$ cat src/rtl/simple_proc_pkg.sv
// Shared opcodes, FSM state encoding and opcode classification for simple_proc_core.
package simple_proc_pkg;

    localparam int unsigned FUNC_W = 4;

    localparam logic [FUNC_W-1:0] OP_LOAD = 4'b0001;
    localparam logic [FUNC_W-1:0] OP_MOVE = 4'b0010;
    localparam logic [FUNC_W-1:0] OP_ADD  = 4'b0011;
    localparam logic [FUNC_W-1:0] OP_SUB  = 4'b0100;
    localparam logic [FUNC_W-1:0] OP_XOR  = 4'b0101;
    localparam logic [FUNC_W-1:0] OP_AND  = 4'b0110;
    localparam logic [FUNC_W-1:0] OP_OR   = 4'b0111;

    typedef enum logic [1:0] {
        ST_IDLE = 2'd0,
        ST_T1   = 2'd1,
        ST_T2   = 2'd2,
        ST_T3   = 2'd3
    } state_t;

    function automatic logic is_legal_op(input logic [FUNC_W-1:0] op);
        return (op >= OP_LOAD) && (op <= OP_OR);
    endfunction

    // ALU ops take the three-step T1/T2/T3 path through A and G.
    function automatic logic is_alu_op(input logic [FUNC_W-1:0] op);
        return (op >= OP_ADD) && (op <= OP_OR);
    endfunction

endpackage

$ cat src/rtl/simple_proc_if.sv
// Instruction handshake bus between an issuer (master) and simple_proc_core (slave).
interface simple_proc_if #(
    parameter int unsigned WIDTH  = 16,
    parameter int unsigned REG_AW = 3
);
    import simple_proc_pkg::*;

    logic                instr_valid;
    logic                instr_ready;
    logic [FUNC_W-1:0]   func;
    logic [REG_AW-1:0]   rx;
    logic [REG_AW-1:0]   ry;
    logic [WIDTH-1:0]    din;
    logic                done;
    logic                illegal;

    modport master (
        output instr_valid, func, rx, ry, din,
        input  instr_ready, done, illegal
    );

    modport slave (
        input  instr_valid, func, rx, ry, din,
        output instr_ready, done, illegal
    );

endinterface

$ cat src/rtl/simple_proc_alu.sv
// Combinational ALU: modulo-2^WIDTH add/sub plus bitwise logic; carry is add carry-out or sub borrow.
module simple_proc_alu
    import simple_proc_pkg::*;
#(
    parameter int unsigned WIDTH = 16
) (
    input  logic [WIDTH-1:0]  a,
    input  logic [WIDTH-1:0]  b,
    input  logic [FUNC_W-1:0] op,
    output logic [WIDTH-1:0]  result,
    output logic              carry
);

    logic [WIDTH:0] ext;

    // The extra top bit holds carry-out for ADD and borrow for SUB.
    always_comb begin
        ext = '0;
        case (op)
            OP_ADD:  ext = {1'b0, a} + {1'b0, b};
            OP_SUB:  ext = {1'b0, a} - {1'b0, b};
            OP_XOR:  ext = {1'b0, a ^ b};
            OP_AND:  ext = {1'b0, a & b};
            OP_OR:   ext = {1'b0, a | b};
            default: ext = '0;
        endcase
        result = ext[WIDTH-1:0];
        carry  = ext[WIDTH];
    end

endmodule

$ cat src/rtl/simple_proc_core.sv
// Multi-cycle register-file processor with muxed internal bus and valid/ready instruction intake.
// Optional zero/carry flags are enabled by defining SIMPLE_PROC_FLAGS_EN.
module simple_proc_core
    import simple_proc_pkg::*;
#(
    parameter int unsigned WIDTH    = 16,
    parameter int unsigned NUM_REGS = 8,
    parameter int unsigned REG_AW   = $clog2(NUM_REGS)
) (
    input  logic              clk,
    input  logic              resetn,
    simple_proc_if.slave      ibus,
    output logic [WIDTH-1:0]  bus_out,
    input  logic [REG_AW-1:0] rd_idx,
    output logic [WIDTH-1:0]  rd_data
`ifdef SIMPLE_PROC_FLAGS_EN
    ,
    output logic              flag_z,
    output logic              flag_c
`endif
);

    state_t             state;
    logic               ready_q;
    logic               done_q;
    logic               illegal_q;
    logic [FUNC_W-1:0]  func_q;
    logic [REG_AW-1:0]  rx_q;
    logic [REG_AW-1:0]  ry_q;
    logic [WIDTH-1:0]   din_q;
    logic [WIDTH-1:0]   a_q;
    logic [WIDTH-1:0]   g_q;
    logic [WIDTH-1:0]   regs [NUM_REGS];
    logic [WIDTH-1:0]   bus;
    logic [WIDTH-1:0]   alu_result;
    logic               accept_c;
`ifdef SIMPLE_PROC_FLAGS_EN
    logic               alu_carry;
`else
    logic               alu_carry_unused;
`endif

    assign accept_c         = ibus.instr_valid & ready_q;
    assign ibus.instr_ready = ready_q;
    assign ibus.done        = done_q;
    assign ibus.illegal     = illegal_q;
    assign bus_out          = bus;
    assign rd_data          = regs[rd_idx];

    // Internal bus: one source per state, zero while idle.
    always_comb begin
        bus = '0;
        case (state)
            ST_T1: begin
                if (func_q == OP_LOAD)      bus = din_q;
                else if (func_q == OP_MOVE) bus = regs[ry_q];
                else                        bus = regs[rx_q];
            end
            ST_T2:   bus = regs[ry_q];
            ST_T3:   bus = g_q;
            default: bus = '0;
        endcase
    end

    simple_proc_alu #(.WIDTH(WIDTH)) u_alu (
        .a      (a_q),
        .b      (bus),
        .op     (func_q),
        .result (alu_result),
`ifdef SIMPLE_PROC_FLAGS_EN
        .carry  (alu_carry)
`else
        .carry  (alu_carry_unused)
`endif
    );

    // Control FSM with registered handshake, done and illegal outputs.
    always_ff @(posedge clk or negedge resetn) begin
        if (!resetn) begin
            state     <= ST_IDLE;
            ready_q   <= 1'b1;
            done_q    <= 1'b0;
            illegal_q <= 1'b0;
            func_q    <= '0;
            rx_q      <= '0;
            ry_q      <= '0;
            din_q     <= '0;
            a_q       <= '0;
            g_q       <= '0;
            regs      <= '{default: '0};
`ifdef SIMPLE_PROC_FLAGS_EN
            flag_z    <= 1'b0;
            flag_c    <= 1'b0;
`endif
        end else begin
            done_q    <= 1'b0;
            illegal_q <= 1'b0;
            case (state)
                ST_IDLE: begin
                    if (accept_c) begin
                        if (is_legal_op(ibus.func)) begin
                            func_q  <= ibus.func;
                            rx_q    <= ibus.rx;
                            ry_q    <= ibus.ry;
                            din_q   <= ibus.din;
                            state   <= ST_T1;
                            ready_q <= 1'b0;
                        end else begin
                            illegal_q <= 1'b1;
                        end
                    end
                end
                ST_T1: begin
                    if (is_alu_op(func_q)) begin
                        a_q   <= bus;
                        state <= ST_T2;
                    end else begin
                        regs[rx_q] <= bus;
                        done_q     <= 1'b1;
                        ready_q    <= 1'b1;
                        state      <= ST_IDLE;
                    end
                end
                ST_T2: begin
                    g_q   <= alu_result;
                    state <= ST_T3;
`ifdef SIMPLE_PROC_FLAGS_EN
                    flag_z <= (alu_result == '0);
                    flag_c <= alu_carry;
`endif
                end
                ST_T3: begin
                    regs[rx_q] <= bus;
                    done_q     <= 1'b1;
                    ready_q    <= 1'b1;
                    state      <= ST_IDLE;
                end
                default: begin
                    state   <= ST_IDLE;
                    ready_q <= 1'b1;
                end
            endcase
        end
    end

endmodule

$ cat src/flat_wrapper.sv
// flat-port wrapper written by rule: the top's interface ports become plain ports
module simple_proc_core_flat import simple_proc_pkg::*;
#(
    parameter int unsigned WIDTH    = 16,
    parameter int unsigned NUM_REGS = 8,
    parameter int unsigned REG_AW   = $clog2(NUM_REGS)
)
  (clk, resetn, bus_out, rd_idx, rd_data, ibus_instr_valid, ibus_func, ibus_rx, ibus_ry, ibus_din, ibus_instr_ready, ibus_done, ibus_illegal);
  simple_proc_if #(.WIDTH(WIDTH), .REG_AW(REG_AW)) ibus_i ();
  input  logic clk;
  input  logic resetn;
  output logic [WIDTH-1:0] bus_out;
  input  logic [REG_AW-1:0] rd_idx;
  output logic [WIDTH-1:0] rd_data;
  input wire logic [$bits(ibus_i.instr_valid)-1:0] ibus_instr_valid;
  input wire logic [$bits(ibus_i.func)-1:0] ibus_func;
  input wire logic [$bits(ibus_i.rx)-1:0] ibus_rx;
  input wire logic [$bits(ibus_i.ry)-1:0] ibus_ry;
  input wire logic [$bits(ibus_i.din)-1:0] ibus_din;
  output wire logic [$bits(ibus_i.instr_ready)-1:0] ibus_instr_ready;
  output wire logic [$bits(ibus_i.done)-1:0] ibus_done;
  output wire logic [$bits(ibus_i.illegal)-1:0] ibus_illegal;
  assign ibus_i.instr_valid = ibus_instr_valid;
  assign ibus_i.func = ibus_func;
  assign ibus_i.rx = ibus_rx;
  assign ibus_i.ry = ibus_ry;
  assign ibus_i.din = ibus_din;
  assign ibus_instr_ready = ibus_i.instr_ready;
  assign ibus_done = ibus_i.done;
  assign ibus_illegal = ibus_i.illegal;
  simple_proc_core #(.WIDTH(WIDTH), .NUM_REGS(NUM_REGS), .REG_AW(REG_AW)) u_core (.clk(clk), .resetn(resetn), .ibus(ibus_i), .bus_out(bus_out), .rd_idx(rd_idx), .rd_data(rd_data));
endmodule
$ cat config.mk
export PLATFORM = sky130hd
export DESIGN_NAME = simple_proc_core_flat
export DESIGN_NICKNAME = d
export VERILOG_FILES = /design/src/rtl/simple_proc_pkg.sv /design/src/rtl/simple_proc_if.sv /design/src/rtl/simple_proc_alu.sv /design/src/rtl/simple_proc_core.sv /design/src/flat_wrapper.sv
export SDC_FILE = /design/constraint.sdc
export NUM_CORES = 1
export LEC_CHECK = 0
export CELL_PAD_IN_SITES_DETAIL_PLACEMENT = 1
export CELL_PAD_IN_SITES_GLOBAL_PLACEMENT = 2
export CORE_AREA = 3 3 168 203
export DETAILED_ROUTE_END_ITERATION = 12
export DIE_AREA = 0 0 171 206
export PLACE_DENSITY = 0.78
export SLEW_MARGIN = 20
export SYNTH_ARGS = -nofsm -noshare
export SYNTH_HDL_FRONTEND = slang
export SYNTH_HIERARCHICAL = 1
export SYNTH_SLANG_ARGS = --single-unit
$ cat constraint.sdc
create_clock -name clk -period 5.65 [get_ports clk]
set_input_delay 1.695 -clock clk [delete_from_list [all_inputs] [get_ports clk]]
set_output_delay 1.695 -clock clk [all_outputs]
set_load 0.02 [all_outputs]
==> summary.md <==
| Metric | Value |
|---|---|
| Run status | completed |
| Wire length after detailed routing | 44900 um |
| Fraction of layout cells with a size suffix above 1 | 21.9% |
| Tightest Pin Transition | 1160 ps |
| Largest incremental delay on the critical path | 590 ps |
| Maximum level of the CTS H-tree | 4 |
| Final GP Congestion | 0.885 |
| Number of failing setup endpoints in the final timing report | 0 |
| Skew final | 15.4 ps |
| Clock Root Buffer | sky130_fd_sc_hd__clkbuf_16 |
| Number of pins exceeding their max-slew limit in the final report | 0 |
| Clock tree from TritonCTS | yes |
| Highest fanout seen on the critical path | 20 |
| Initial core utilization | 39.7% |
| Routed vias/inst | 6.04 |
| Drt first pass iters | 7 |
| Floorplan die width | 171 um |
| Die Height | 206 um |
| Yosys warns | 6 |
| Initial detailed-routing violation count | 656 |
| Largest net degree at the start of global routing | 101 |
| Ordered cell list for the critical path | and3_1 > o21ai_0 > a41o_1 > a21oi_1 > a31oi_2 > nor2_1 > or4_4 > o41ai_1 > buf_4 > xnor2_1 > ha_1 > buf_4 > a21oi_1 > nand2_1 > o22ai_1 > o21ai_0 > xnor2_1 > o221ai_1 > mux2_2 |
| Average wire length per cell after detail routing | 25.1 um |
| Synth-to-layout area growth | 16.4% |
| Sort of element at the end of the critical path | flop |
| CP Launch Type | flop |
| Required time worst endpoint | 5990 ps |
| Number of design rule violations left after detail routing | 0 |
| Post-CTS clock slew at the launch and capture registers of the worst setup and hold paths | 80 ps |
| Number of gates resized after cts | 0 |
| Part of the cycle the worst path needs | 95.8% |
| Total half-perimeter wirelength after legalization and detailed placement | 33000 um |
| Number of nets produced by synthesis | 1373 |
| Slew headroom | 22.4% |
| Worst path slowest cell | sky130_fd_sc_hd__dfrtp_2 |
| Num CTS Buffers | 17 |
| Unrepaired setup endpoints after global routing | false |
| Synth Area per Inst | 9.91 sq um |
| R2r setup slk | 240 ps |
| Max-cap violations | 0 |
| Met3 track demand over resource in global routing | 3.58% |
| Number of setup buffers added after CTS | 0 |
| Met1 track demand over resource | 35.5% |
| Arrival time reported for the critical path endpoint | 5750 ps |
| Syn Inst Count | 1291 |
| Count of buffers inserted at the top-level ports | 66 |
| First-pass GRT wire length | 69900 um |
| Number of antenna violations at the first check in global routing | 0 |
| # clock sinks | 191 |
| Total Neg Setup Slack | 0 ps |
| Path type of the worst min-delay path | reg2reg |
| Insertion delay to the later sink of the worst-skew pair | 450 ps |
| Highest attainable clock frequency | 185 MHz |
| Hold buffers post-CTS | 0 |
| Count of standard-cell rows | 72 |
| Final Hold Vio Count | 0 |
| Longest Clk Path Bufs | 2 |
| Antenna diode count | 0 |
| Number of top-level pins | 67 |
| Grt peak-use layer | met2 |
| Total track usage | 26.3% |
| Vias in the first global route | 11200 |
| Post-detailed-route count of antenna-violating nets | 0 |
| Post-layout net count | 1451 |
| Critical path class | reg2reg |
| Leftover overflow at the end of global routing | 0 |
| Global routing usage on met2 | 43.9% |
| Cell area after technology mapping | 12800 sq um |
| Vias post-DR | 10800 |
| Shortest clock period the worst path allows after layout | 5410 ps |
| Core area | 32300 sq um |
| Die area | 35200 sq um |
state kept, by name (all words and copies together), names as in the netlist, named ones only:
signal	count
u_core/regs	128
u_core/g_q	16
u_core/rx_q	3
u_core/din_q	16
u_core/ibus.illegal	1
u_core/a_q	16
u_core/ibus.instr_ready	1
u_core/ibus.done	1
u_core/func_q	4
u_core/ry_q	3
u_core/state	1
worst max-delay path, delay by kind of cell (launching register included):
kind            cells  cell delay [ps]
fa+ha+maj           1              280
xor+xnor            2              370
simple gates        4             1080
compound gates      9             2290
flops               1              590
mux                 1              300
buf+inv             2              380
layout make-up:
type	instances	area, sq um
inverters	49	184
clock buffers	18	429
fillers	3619	17400
clock inverters	14	194
multi-input cells	955	7420
repair buffers	155	1370
flip-flops and latches	191	4790
well taps	407	509
metal layers:
layer,wire (um),vias to the layer above
met2,22000,316
met5,0,-
met1,19500,5580
met4,1410,0
met3,2060,76
li1,-,4831
stage by stage:
step	util, %	hold WS [ps]	instances	setup WS [ps]	cell area, sq um
floorplan	-	472	1291	317	12800
global placement	44.2	484	1757	319	14300
detailed placement	44.2	492	1757	301	14300
CTS	46.1	509	1789	295	14900
global route	46.2	535	1789	27.5	14900
finish	46.2	508	1789	240	14900
final timing paths:
check                                       startpoint                           to  cells past startpoint
max reg2reg                 u_core/rx_q[2]$_DFFE_PN0P_   u_core/g_q[12]$_DFFE_PN0N_                     19
max                         u_core/rx_q[2]$_DFFE_PN0P_   u_core/g_q[12]$_DFFE_PN0N_                     19
max in group asynchronous                       resetn  u_core/regs[57]$_DFFE_PN0P_                      2
min in group asynchronous                       resetn   u_core/regs[2]$_DFFE_PN0P_                      1
min                        u_core/din_q[4]$_DFFE_PN0P_  u_core/din_q[4]$_DFFE_PN0P_                      1
min reg2reg                u_core/din_q[4]$_DFFE_PN0P_  u_core/din_q[4]$_DFFE_PN0P_                      1
layout by cell type, fill, tap and decap left out, types with 6 or more instances in the layout:
cell,instances
sky130_fd_sc_hd__clkbuf_16,17
sky130_fd_sc_hd__o211ai_1,8
sky130_fd_sc_hd__xor2_1,6
sky130_fd_sc_hd__nor2b_1,9
sky130_fd_sc_hd__inv_6,6
sky130_fd_sc_hd__buf_4,86
sky130_fd_sc_hd__nor3_1,16
sky130_fd_sc_hd__o21a_1,8
sky130_fd_sc_hd__nand3_1,16
sky130_fd_sc_hd__nand2_1,120
sky130_fd_sc_hd__ha_1,49
sky130_fd_sc_hd__o21ai_0,86
sky130_fd_sc_hd__nor3_2,6
sky130_fd_sc_hd__nor2_1,143
sky130_fd_sc_hd__mux2i_1,40
sky130_fd_sc_hd__nand2b_1,13
sky130_fd_sc_hd__clkdlybuf4s50_1,64
sky130_fd_sc_hd__a21o_1,7
sky130_fd_sc_hd__o21ai_1,9
sky130_fd_sc_hd__or3_1,7
sky130_fd_sc_hd__a31oi_1,8
sky130_fd_sc_hd__dfrtp_1,187
sky130_fd_sc_hd__mux2_2,81
sky130_fd_sc_hd__mux4_2,67
sky130_fd_sc_hd__xnor2_1,19
sky130_fd_sc_hd__a21oi_1,112
sky130_fd_sc_hd__inv_1,48
sky130_fd_sc_hd__o31ai_1,8
sky130_fd_sc_hd__a211oi_1,12
sky130_fd_sc_hd__o22ai_1,7
Power is left out: the tool's default activity adds up to more than one toggle a clock period on the data nets, which glitch-free logic cannot reach.
